**src/rtl/shift_register_sequencer_if.sv**
```systemverilog
// rtl/shift_register_sequencer_if.sv - command/response handshake bundle for shift_register_sequencer
// Carries abort/rsp_abort only when SR_SEQ_ABORT_EN is defined.
interface shift_register_sequencer_if;
  logic       cmd_valid;
  logic       cmd_ready;
  logic       cmd_dir;
  logic [3:0] cmd_count;
  logic [7:0] cmd_data;
  logic       rsp_valid;
  logic       rsp_ready;
  logic [7:0] rsp_data;
`ifdef SR_SEQ_ABORT_EN
  logic       abort;
  logic       rsp_abort;

  modport master (
    output cmd_valid, cmd_dir, cmd_count, cmd_data, rsp_ready, abort,
    input  cmd_ready, rsp_valid, rsp_data, rsp_abort
  );
  modport slave (
    input  cmd_valid, cmd_dir, cmd_count, cmd_data, rsp_ready, abort,
    output cmd_ready, rsp_valid, rsp_data, rsp_abort
  );
`else
  modport master (
    output cmd_valid, cmd_dir, cmd_count, cmd_data, rsp_ready,
    input  cmd_ready, rsp_valid, rsp_data
  );
  modport slave (
    input  cmd_valid, cmd_dir, cmd_count, cmd_data, rsp_ready,
    output cmd_ready, rsp_valid, rsp_data
  );
`endif
endinterface

```
**src/rtl/shift_register_sequencer.sv**
```systemverilog
// rtl/shift_register_sequencer.sv - load/shift/capture sequencer driving an 8-bit bidirectional shift register
// Optional early-abort path is built when SR_SEQ_ABORT_EN is defined.
module shift_register_sequencer #(
  parameter int MAX_SHIFT = 8
) (
  input  logic                       clk,
  input  logic                       reset,
  shift_register_sequencer_if.slave  bus,
  output logic [1:0]                 sr_ctrl,
  output logic [7:0]                 sr_data,
  input  logic [7:0]                 sr_q,
  output logic                       busy
);
  localparam logic [3:0] MAX_CNT    = 4'(MAX_SHIFT);
  localparam logic [1:0] CTRL_HOLD  = 2'b00;
  localparam logic [1:0] CTRL_LEFT  = 2'b01;
  localparam logic [1:0] CTRL_RIGHT = 2'b10;
  localparam logic [1:0] CTRL_LOAD  = 2'b11;

  typedef enum logic [2:0] {
    S_IDLE,
    S_LOAD,
    S_SHIFT,
    S_CAPTURE,
    S_RESP
  } state_t;

  state_t     state_q, state_d;
  logic [3:0] count_q, count_d;
  logic       dir_q, dir_d;
  logic [7:0] data_q, data_d;
  logic [1:0] sr_ctrl_q, sr_ctrl_d;
  logic [7:0] sr_data_q, sr_data_d;
  logic       rsp_valid_q, rsp_valid_d;
  logic [7:0] rsp_data_q, rsp_data_d;
  logic       abort_hit;

`ifdef SR_SEQ_ABORT_EN
  logic aborted_q, aborted_d;
  logic rsp_abort_q, rsp_abort_d;
  assign abort_hit     = bus.abort;
  assign bus.rsp_abort = rsp_abort_q;
`else
  assign abort_hit = 1'b0;
`endif

  always_comb begin
    state_d     = state_q;
    count_d     = count_q;
    dir_d       = dir_q;
    data_d      = data_q;
    rsp_valid_d = rsp_valid_q;
    rsp_data_d  = rsp_data_q;
`ifdef SR_SEQ_ABORT_EN
    aborted_d   = aborted_q;
    rsp_abort_d = rsp_abort_q;
`endif
    case (state_q)
      S_IDLE: begin
        if (bus.cmd_valid) begin
          state_d = S_LOAD;
          dir_d   = bus.cmd_dir;
          count_d = (bus.cmd_count > MAX_CNT) ? MAX_CNT : bus.cmd_count;
          data_d  = bus.cmd_data;
`ifdef SR_SEQ_ABORT_EN
          aborted_d = 1'b0;
`endif
        end
      end
      S_LOAD: begin
        state_d = (abort_hit || count_q == 4'd0) ? S_CAPTURE : S_SHIFT;
      end
      S_SHIFT: begin
        // The shift driven this cycle lands at the same edge, even on abort.
        count_d = count_q - 4'd1;
        if (abort_hit || count_q <= 4'd1) state_d = S_CAPTURE;
      end
      S_CAPTURE: begin
        rsp_data_d  = sr_q;
        rsp_valid_d = 1'b1;
        state_d     = S_RESP;
`ifdef SR_SEQ_ABORT_EN
        rsp_abort_d = aborted_q;
`endif
      end
      S_RESP: begin
        if (bus.rsp_ready) begin
          rsp_valid_d = 1'b0;
          state_d     = S_IDLE;
`ifdef SR_SEQ_ABORT_EN
          rsp_abort_d = 1'b0;
`endif
        end
      end
      default: state_d = S_IDLE;
    endcase
`ifdef SR_SEQ_ABORT_EN
    if ((state_q == S_LOAD || state_q == S_SHIFT) && abort_hit) aborted_d = 1'b1;
`endif

    // Pin drive is registered: decode it from where the FSM is heading.
    sr_ctrl_d = CTRL_HOLD;
    sr_data_d = 8'h00;
    if (state_d == S_LOAD) begin
      sr_ctrl_d = CTRL_LOAD;
      sr_data_d = data_d;
    end else if (state_d == S_SHIFT) begin
      sr_ctrl_d = dir_d ? CTRL_RIGHT : CTRL_LEFT;
    end
  end

  always_ff @(posedge clk or posedge reset) begin
    if (reset) begin
      state_q     <= S_IDLE;
      count_q     <= 4'd0;
      dir_q       <= 1'b0;
      data_q      <= 8'h00;
      sr_ctrl_q   <= CTRL_HOLD;
      sr_data_q   <= 8'h00;
      rsp_valid_q <= 1'b0;
      rsp_data_q  <= 8'h00;
`ifdef SR_SEQ_ABORT_EN
      aborted_q   <= 1'b0;
      rsp_abort_q <= 1'b0;
`endif
    end else begin
      state_q     <= state_d;
      count_q     <= count_d;
      dir_q       <= dir_d;
      data_q      <= data_d;
      sr_ctrl_q   <= sr_ctrl_d;
      sr_data_q   <= sr_data_d;
      rsp_valid_q <= rsp_valid_d;
      rsp_data_q  <= rsp_data_d;
`ifdef SR_SEQ_ABORT_EN
      aborted_q   <= aborted_d;
      rsp_abort_q <= rsp_abort_d;
`endif
    end
  end

  assign bus.cmd_ready = (state_q == S_IDLE);
  assign busy          = (state_q != S_IDLE);
  assign bus.rsp_valid = rsp_valid_q;
  assign bus.rsp_data  = rsp_data_q;
  assign sr_ctrl       = sr_ctrl_q;
  assign sr_data       = sr_data_q;

endmodule

```
**src/flat_wrapper.sv**
```systemverilog
// flat-port wrapper written by rule: the top's interface ports become plain ports
module shift_register_sequencer_flat 
#(
  parameter int MAX_SHIFT = 8
)
  (clk, reset, sr_ctrl, sr_data, sr_q, busy, bus_cmd_valid, bus_cmd_dir, bus_cmd_count, bus_cmd_data, bus_rsp_ready, bus_cmd_ready, bus_rsp_valid, bus_rsp_data);
  shift_register_sequencer_if bus_i ();
  input  logic clk;
  input  logic reset;
  output logic [1:0] sr_ctrl;
  output logic [7:0] sr_data;
  input  logic [7:0] sr_q;
  output logic busy;
  input wire logic [$bits(bus_i.cmd_valid)-1:0] bus_cmd_valid;
  input wire logic [$bits(bus_i.cmd_dir)-1:0] bus_cmd_dir;
  input wire logic [$bits(bus_i.cmd_count)-1:0] bus_cmd_count;
  input wire logic [$bits(bus_i.cmd_data)-1:0] bus_cmd_data;
  input wire logic [$bits(bus_i.rsp_ready)-1:0] bus_rsp_ready;
  output wire logic [$bits(bus_i.cmd_ready)-1:0] bus_cmd_ready;
  output wire logic [$bits(bus_i.rsp_valid)-1:0] bus_rsp_valid;
  output wire logic [$bits(bus_i.rsp_data)-1:0] bus_rsp_data;
  assign bus_i.cmd_valid = bus_cmd_valid;
  assign bus_i.cmd_dir = bus_cmd_dir;
  assign bus_i.cmd_count = bus_cmd_count;
  assign bus_i.cmd_data = bus_cmd_data;
  assign bus_i.rsp_ready = bus_rsp_ready;
  assign bus_cmd_ready = bus_i.cmd_ready;
  assign bus_rsp_valid = bus_i.rsp_valid;
  assign bus_rsp_data = bus_i.rsp_data;
  shift_register_sequencer #(.MAX_SHIFT(MAX_SHIFT)) u_core (.clk(clk), .reset(reset), .bus(bus_i), .sr_ctrl(sr_ctrl), .sr_data(sr_data), .sr_q(sr_q), .busy(busy));
endmodule
```
**config.mk**
```make
export PLATFORM = sky130hd
export DESIGN_NAME = shift_register_sequencer_flat
export DESIGN_NICKNAME = d
export VERILOG_FILES = /design/src/rtl/shift_register_sequencer_if.sv /design/src/rtl/shift_register_sequencer.sv /design/src/flat_wrapper.sv
export SDC_FILE = /design/constraint.sdc
export NUM_CORES = 1
export LEC_CHECK = 0
export CAP_MARGIN = 40
export CORE_ASPECT_RATIO = 1.2
export CORE_MARGIN = 2
export CORE_UTILIZATION = 35
export CTS_CLUSTER_SIZE = 30
export DETAILED_ROUTE_END_ITERATION = 8
export MAX_ROUTING_LAYER = met4
export PLACE_DENSITY = 0.66
export SLEW_MARGIN = 20
export SYNTH_ARGS = -nofsm -noshare
export SYNTH_HDL_FRONTEND = slang
export SYNTH_SLANG_ARGS = --single-unit
```
**constraint.sdc**
```tcl
create_clock -name clk -period 1.9 [get_ports clk]
set_input_delay 0.38 -clock clk [delete_from_list [all_inputs] [get_ports clk]]
set_output_delay 0.38 -clock clk [all_outputs]
set_load 0.01 [all_outputs]
```
# Word level (Yosys, flattened, before mapping)
# Cells that the tools add are included.
[word_totals]
regBits = 35
inputBits = 25
out_inout_bits = 21
word_cells = 44
[op_classes]
n_addsub = 1
magnitude_cmp = 2
n_eq_ne = 8
muxes = 18
reduce_logical = 7
[op_table]
columns = ["op", "n"]
rows = [
  ["two-way mux 8 bit", 3],
  ["one-hot mux 3 bit (5 select lines)", 1],
  ["== test 3 x 2 -> 1 bit (second input constant)", 3],
  ["two-way mux 3 bit", 3],
  ["two-way mux 4 bit", 2],
  ["one-hot mux 4 bit (2 select lines)", 1],
  ["== test 3 x 1 -> 1 bit (second input constant)", 2],
  ["two-way mux 2 bit", 3],
  ["greater-than comparator 4 bit (second input constant)", 1],
  ["<= comparator 4 x 1 -> 1 bit (second input constant)", 1],
  ["zero test 4 bit", 1],
  ["two-way mux 1 bit", 4],
  ["!= test 2 bit (second input constant)", 2],
  ["AND reduction 2 bit", 2],
  ["nonzero test 2 bit", 2],
  ["subtractor 4 x 1 -> 4 bit (second input constant)", 1],
  ["== test 3 bit (second input constant)", 1],
  ["zero test 3 bit", 1],
  ["nonzero test 3 bit", 1],
  ["one-hot mux 1 bit (2 select lines)", 1],
]

# Longest topological paths before layout
[depth]
depth_word = 6
depth_mapped = 5
mapped_depth_nobuf = 5

# Worst setup path after synthesis
# No wires, ideal clock.
[synth_path]
path_type = "register -> output"
from = "register u_core.state_q[1]"
to = "output port bus_cmd_ready"
arrival_time_ps = 1026
t_required_ps = 1520
path_slack_ps = 494
stages_incl_launch_ff = 4
cell_sequence = "dfrtp_1 buf_6 or3_1 inv_1"
[synth_between]
elab_chain_len = 1
[synth_rtl]
columns = ["item", "line_no", "rtl"]
rows = [
  ["start: declaration", "shift_register_sequencer.sv:28", "state_t state_q, state_d;"],
  ["start signal: assignment", "shift_register_sequencer.sv:127", "state_q <= state_d;"],
  ["zero test 3 bit", "shift_register_sequencer.sv:142", "assign bus.cmd_ready = (state_q == S_IDLE);"],
  ["end: declaration", "flat_wrapper.sv:19", "output wire logic [$bits(bus_i.cmd_ready)-1:0] bus_cmd_ready;"],
]
# Every way passes these cells.

# Final worst setup path
[layout_path]
from = "register u_core.state_q[0]"
to = "output port bus_cmd_ready"
# The elaborated chain is that of the path after synthesis.

==> impl_results.md <==
* Initial antenna violation count at 0
* Gate Count Post-Synth at 94
* Number of global-route vias before repair at 889
* Htree depth at 1
* Final period util at 91.3%
* Via count at 847
* Post-synthesis cell area at 1190 um^2
* Synth cell types at 31
* Post-synth EDFFs at 0
* Final ANT Viol Nets at 0
* Ys flop type: dfrtp_1
* Hold Buf Count CTS at 0
* Max-cap violation count at 0
* Die Height at 67.8 um
* Final hold vios at 0
* Hold Crit Class: in -> async
* DRT Pass-1 Iters at 4
* Synth top area share at 56.9%
* Post-detail-place hpwl at 1.89 mm
* Buffers on Ports at 45
* Vias per cell at 4.71
* Critical Path End Type: primary output
* Clk slew on worst S/H paths at 0.10 ns
* CTS max path bufs at 2
* Cell taking the most area after synthesis: dfrtp_1
* Inserted Diodes at 0
* RSZ-0062 raised after global routing: false
* RD Place Congestion at 0.761
* Layout cells sized above 1 at 16.8%
* TritonCTS clock tree: built
* Largest net degree at the start of global routing at 28
* Pwr Density at 1470 nW/um^2
* Residual DRC at 0
* CTS sink count at 27
* Num rows at 23
* Core box area at 3280 um^2
* DRT iter0 DRCs at 16
* Most frequent cells after synthesis: dfrtp_1 (27), inv_1 (9), and2_1 (8), mux2_2 (8), nor2_1 (5)
* Worst-Margin Slew at 0.460 ns
* Syn_area_per_cell at 12.6 um^2
* CTS root buf: clkbuf_8
* Syn_nets at 121
* Most common cell in the netlist: dfrtp_1
* Crit-path cells: or3_1 > inv_1 > dlygate4sd2_1
* Clk_lat worst skew at 0.27 ns
* Largest stage delay on the critical path at 0.39 ns
* First-pass GRT wire length at 4.10 mm
* Setup TNS Final at 0 ns
* Req. time, crit path at 1.52 ns
* P&R area growth vs syn at 45.2%
* Leak at 0.785 nW
* Clock Skew at 0.00688 ns
* Critical-path top delay cell: dfrtp_1
* Main area contributors after synthesis: dfrtp_1 (57%), mux2_2 (7.6%), and2_1 (4.2%)
* Total gr overflow at 0
* Initial Util at 36.2%
* Final nets at 171
* WS Path Type: reg -> out
* Pins Over Slew Limit at 0
* Crit-path max FO at 2
* Outcome: completed
* Slew HR at 68.9%
* Yosys warning count at 0
* Min Tclk post-route at 1.74 ns
* Fmax at 576 MHz
* Final setup fails at 0
* CP arrival at 1.36 ns
* Final WL at 2.46 mm
* Die X at 57.2 um
* Total power at 2.53 mW
* Peak VDD IR at 659 uV
* Setup Buffers After CTS at 0
* Total GRT Usage at 14.3%
* Seq cells post-synth at 27
* CTS Buf Count at 3
* Die area at 3880 um^2
* Ys async rst share at 100%
* WL/cell at 13.7 um
* Sequential fraction of the synthesis area at 56.9%
* Worst Setup Start Kind: register
* Io pins at 46
==> kinds of logic after synthesis <==
| family | after synthesis | share of synthesized area (%) |
|---|---|---|
| xor+xnor | 1 | 0.738 |
| mux | 8 | 7.59 |
| fa+ha+maj | 2 | 2.11 |
| buf+inv | 14 | 6.53 |
| flops | 27 | 56.9 |
| simple gates | 30 | 16.8 |
| compound gates | 12 | 9.38 |
==> path summary, 6_finish.rpt <==
check                                  start                      to  slack (ns)  cells after the start
max                        u_core.state_q[0]           bus_cmd_ready        0.16                      3
min                                    reset  u_core.bus.rsp_data[6]        0.45                      3
max reg2reg                u_core.count_q[0]       u_core.count_q[2]        0.35                      5
min reg2reg                     u_core.dir_q       u_core.sr_ctrl[0]        0.47                      1
max in group asynchronous              reset       u_core.sr_data[3]        1.18                      3
min in group clk                u_core.dir_q       u_core.sr_ctrl[0]        0.47                      1
==> layout make-up <==
class	instances	area, um^2
Tap cell	37	46.3
Timing Repair Buffer	50	485
Clock inverter	1	7.51
Fill cell	299	1560
Inverter	9	33.8
Clock buffer	3	41.3
Multi-Input combinational cell	53	434
Sequential cell	27	676
==> state kept, by name, summed over array words and instances, names as in the netlist <==
register / count
u_core.bus.rsp_data: 8
u_core.sr_data: 8
u_core.count_q: 4
u_core.state_q: 3
u_core.sr_ctrl: 2
u_core.bus.rsp_valid: 1
u_core.dir_q: 1
==> metrics by stage <==
| step | hold WS (ns) | setup slack (ns) | std cells | instance area, um^2 | utilization (%) |
|---|---|---|---|---|---|
| 6_report | 0.451 | 0.165 | 180 | 1720 | 52.6 |
| 5_1_grt | 0.486 | 0.0750 | 180 | 1720 | 52.6 |
| 4_1_cts | 0.467 | 0.142 | 180 | 1720 | 52.6 |
| 3_5_place_dp | 0.463 | 0.105 | 176 | 1680 | 51.1 |
| 3_3_place_gp | 0.457 | 0.123 | 176 | 1680 | 51.1 |
| 2_1_floorplan | 0.429 | 0.494 | 94 | 1190 | - |
==> placed cells by master (no fill, tap or decap), drive strengths merged, types with 3 or more instances in the layout <==
master	count
clkdlybuf4s50	43
a221o	3
buf	5
inv	9
clkbuf	3
nor2	6
nand2	3
mux2	8
and2	8
dfrtp	27
==> metal layers <==
metal | track usage (%) | vias up | routed length [um]
li1 | - | 416 | -
met1 | 16.8 | 406 | 1000
met2 | 24.1 | 21 | 1330
met3 | 1.92 | 4 | 70
met4 | 7.27 | 0 | 61
met5 | - | - | 0
==> report_power, final <==
part	internal (mW)	switching [mW]	leakage, nW
clock network	0.149	0.181	0.0217
registers	0.808	0.130	0.339
logic	0.712	0.554	0.424
==> repair_timing <==
item	in CTS	in global routing
resized for setup	2	0
endpoints found under the setup margin	2	0
endpoints found under the hold margin	0	0
==> critical path, delay by kind of cell (launching register included) <==
kind	cells	cell delay [ns]
flops	1	0.39
simple gates	1	0.39
buf+inv	2	0.31
(Power assumes the default switching activity.)
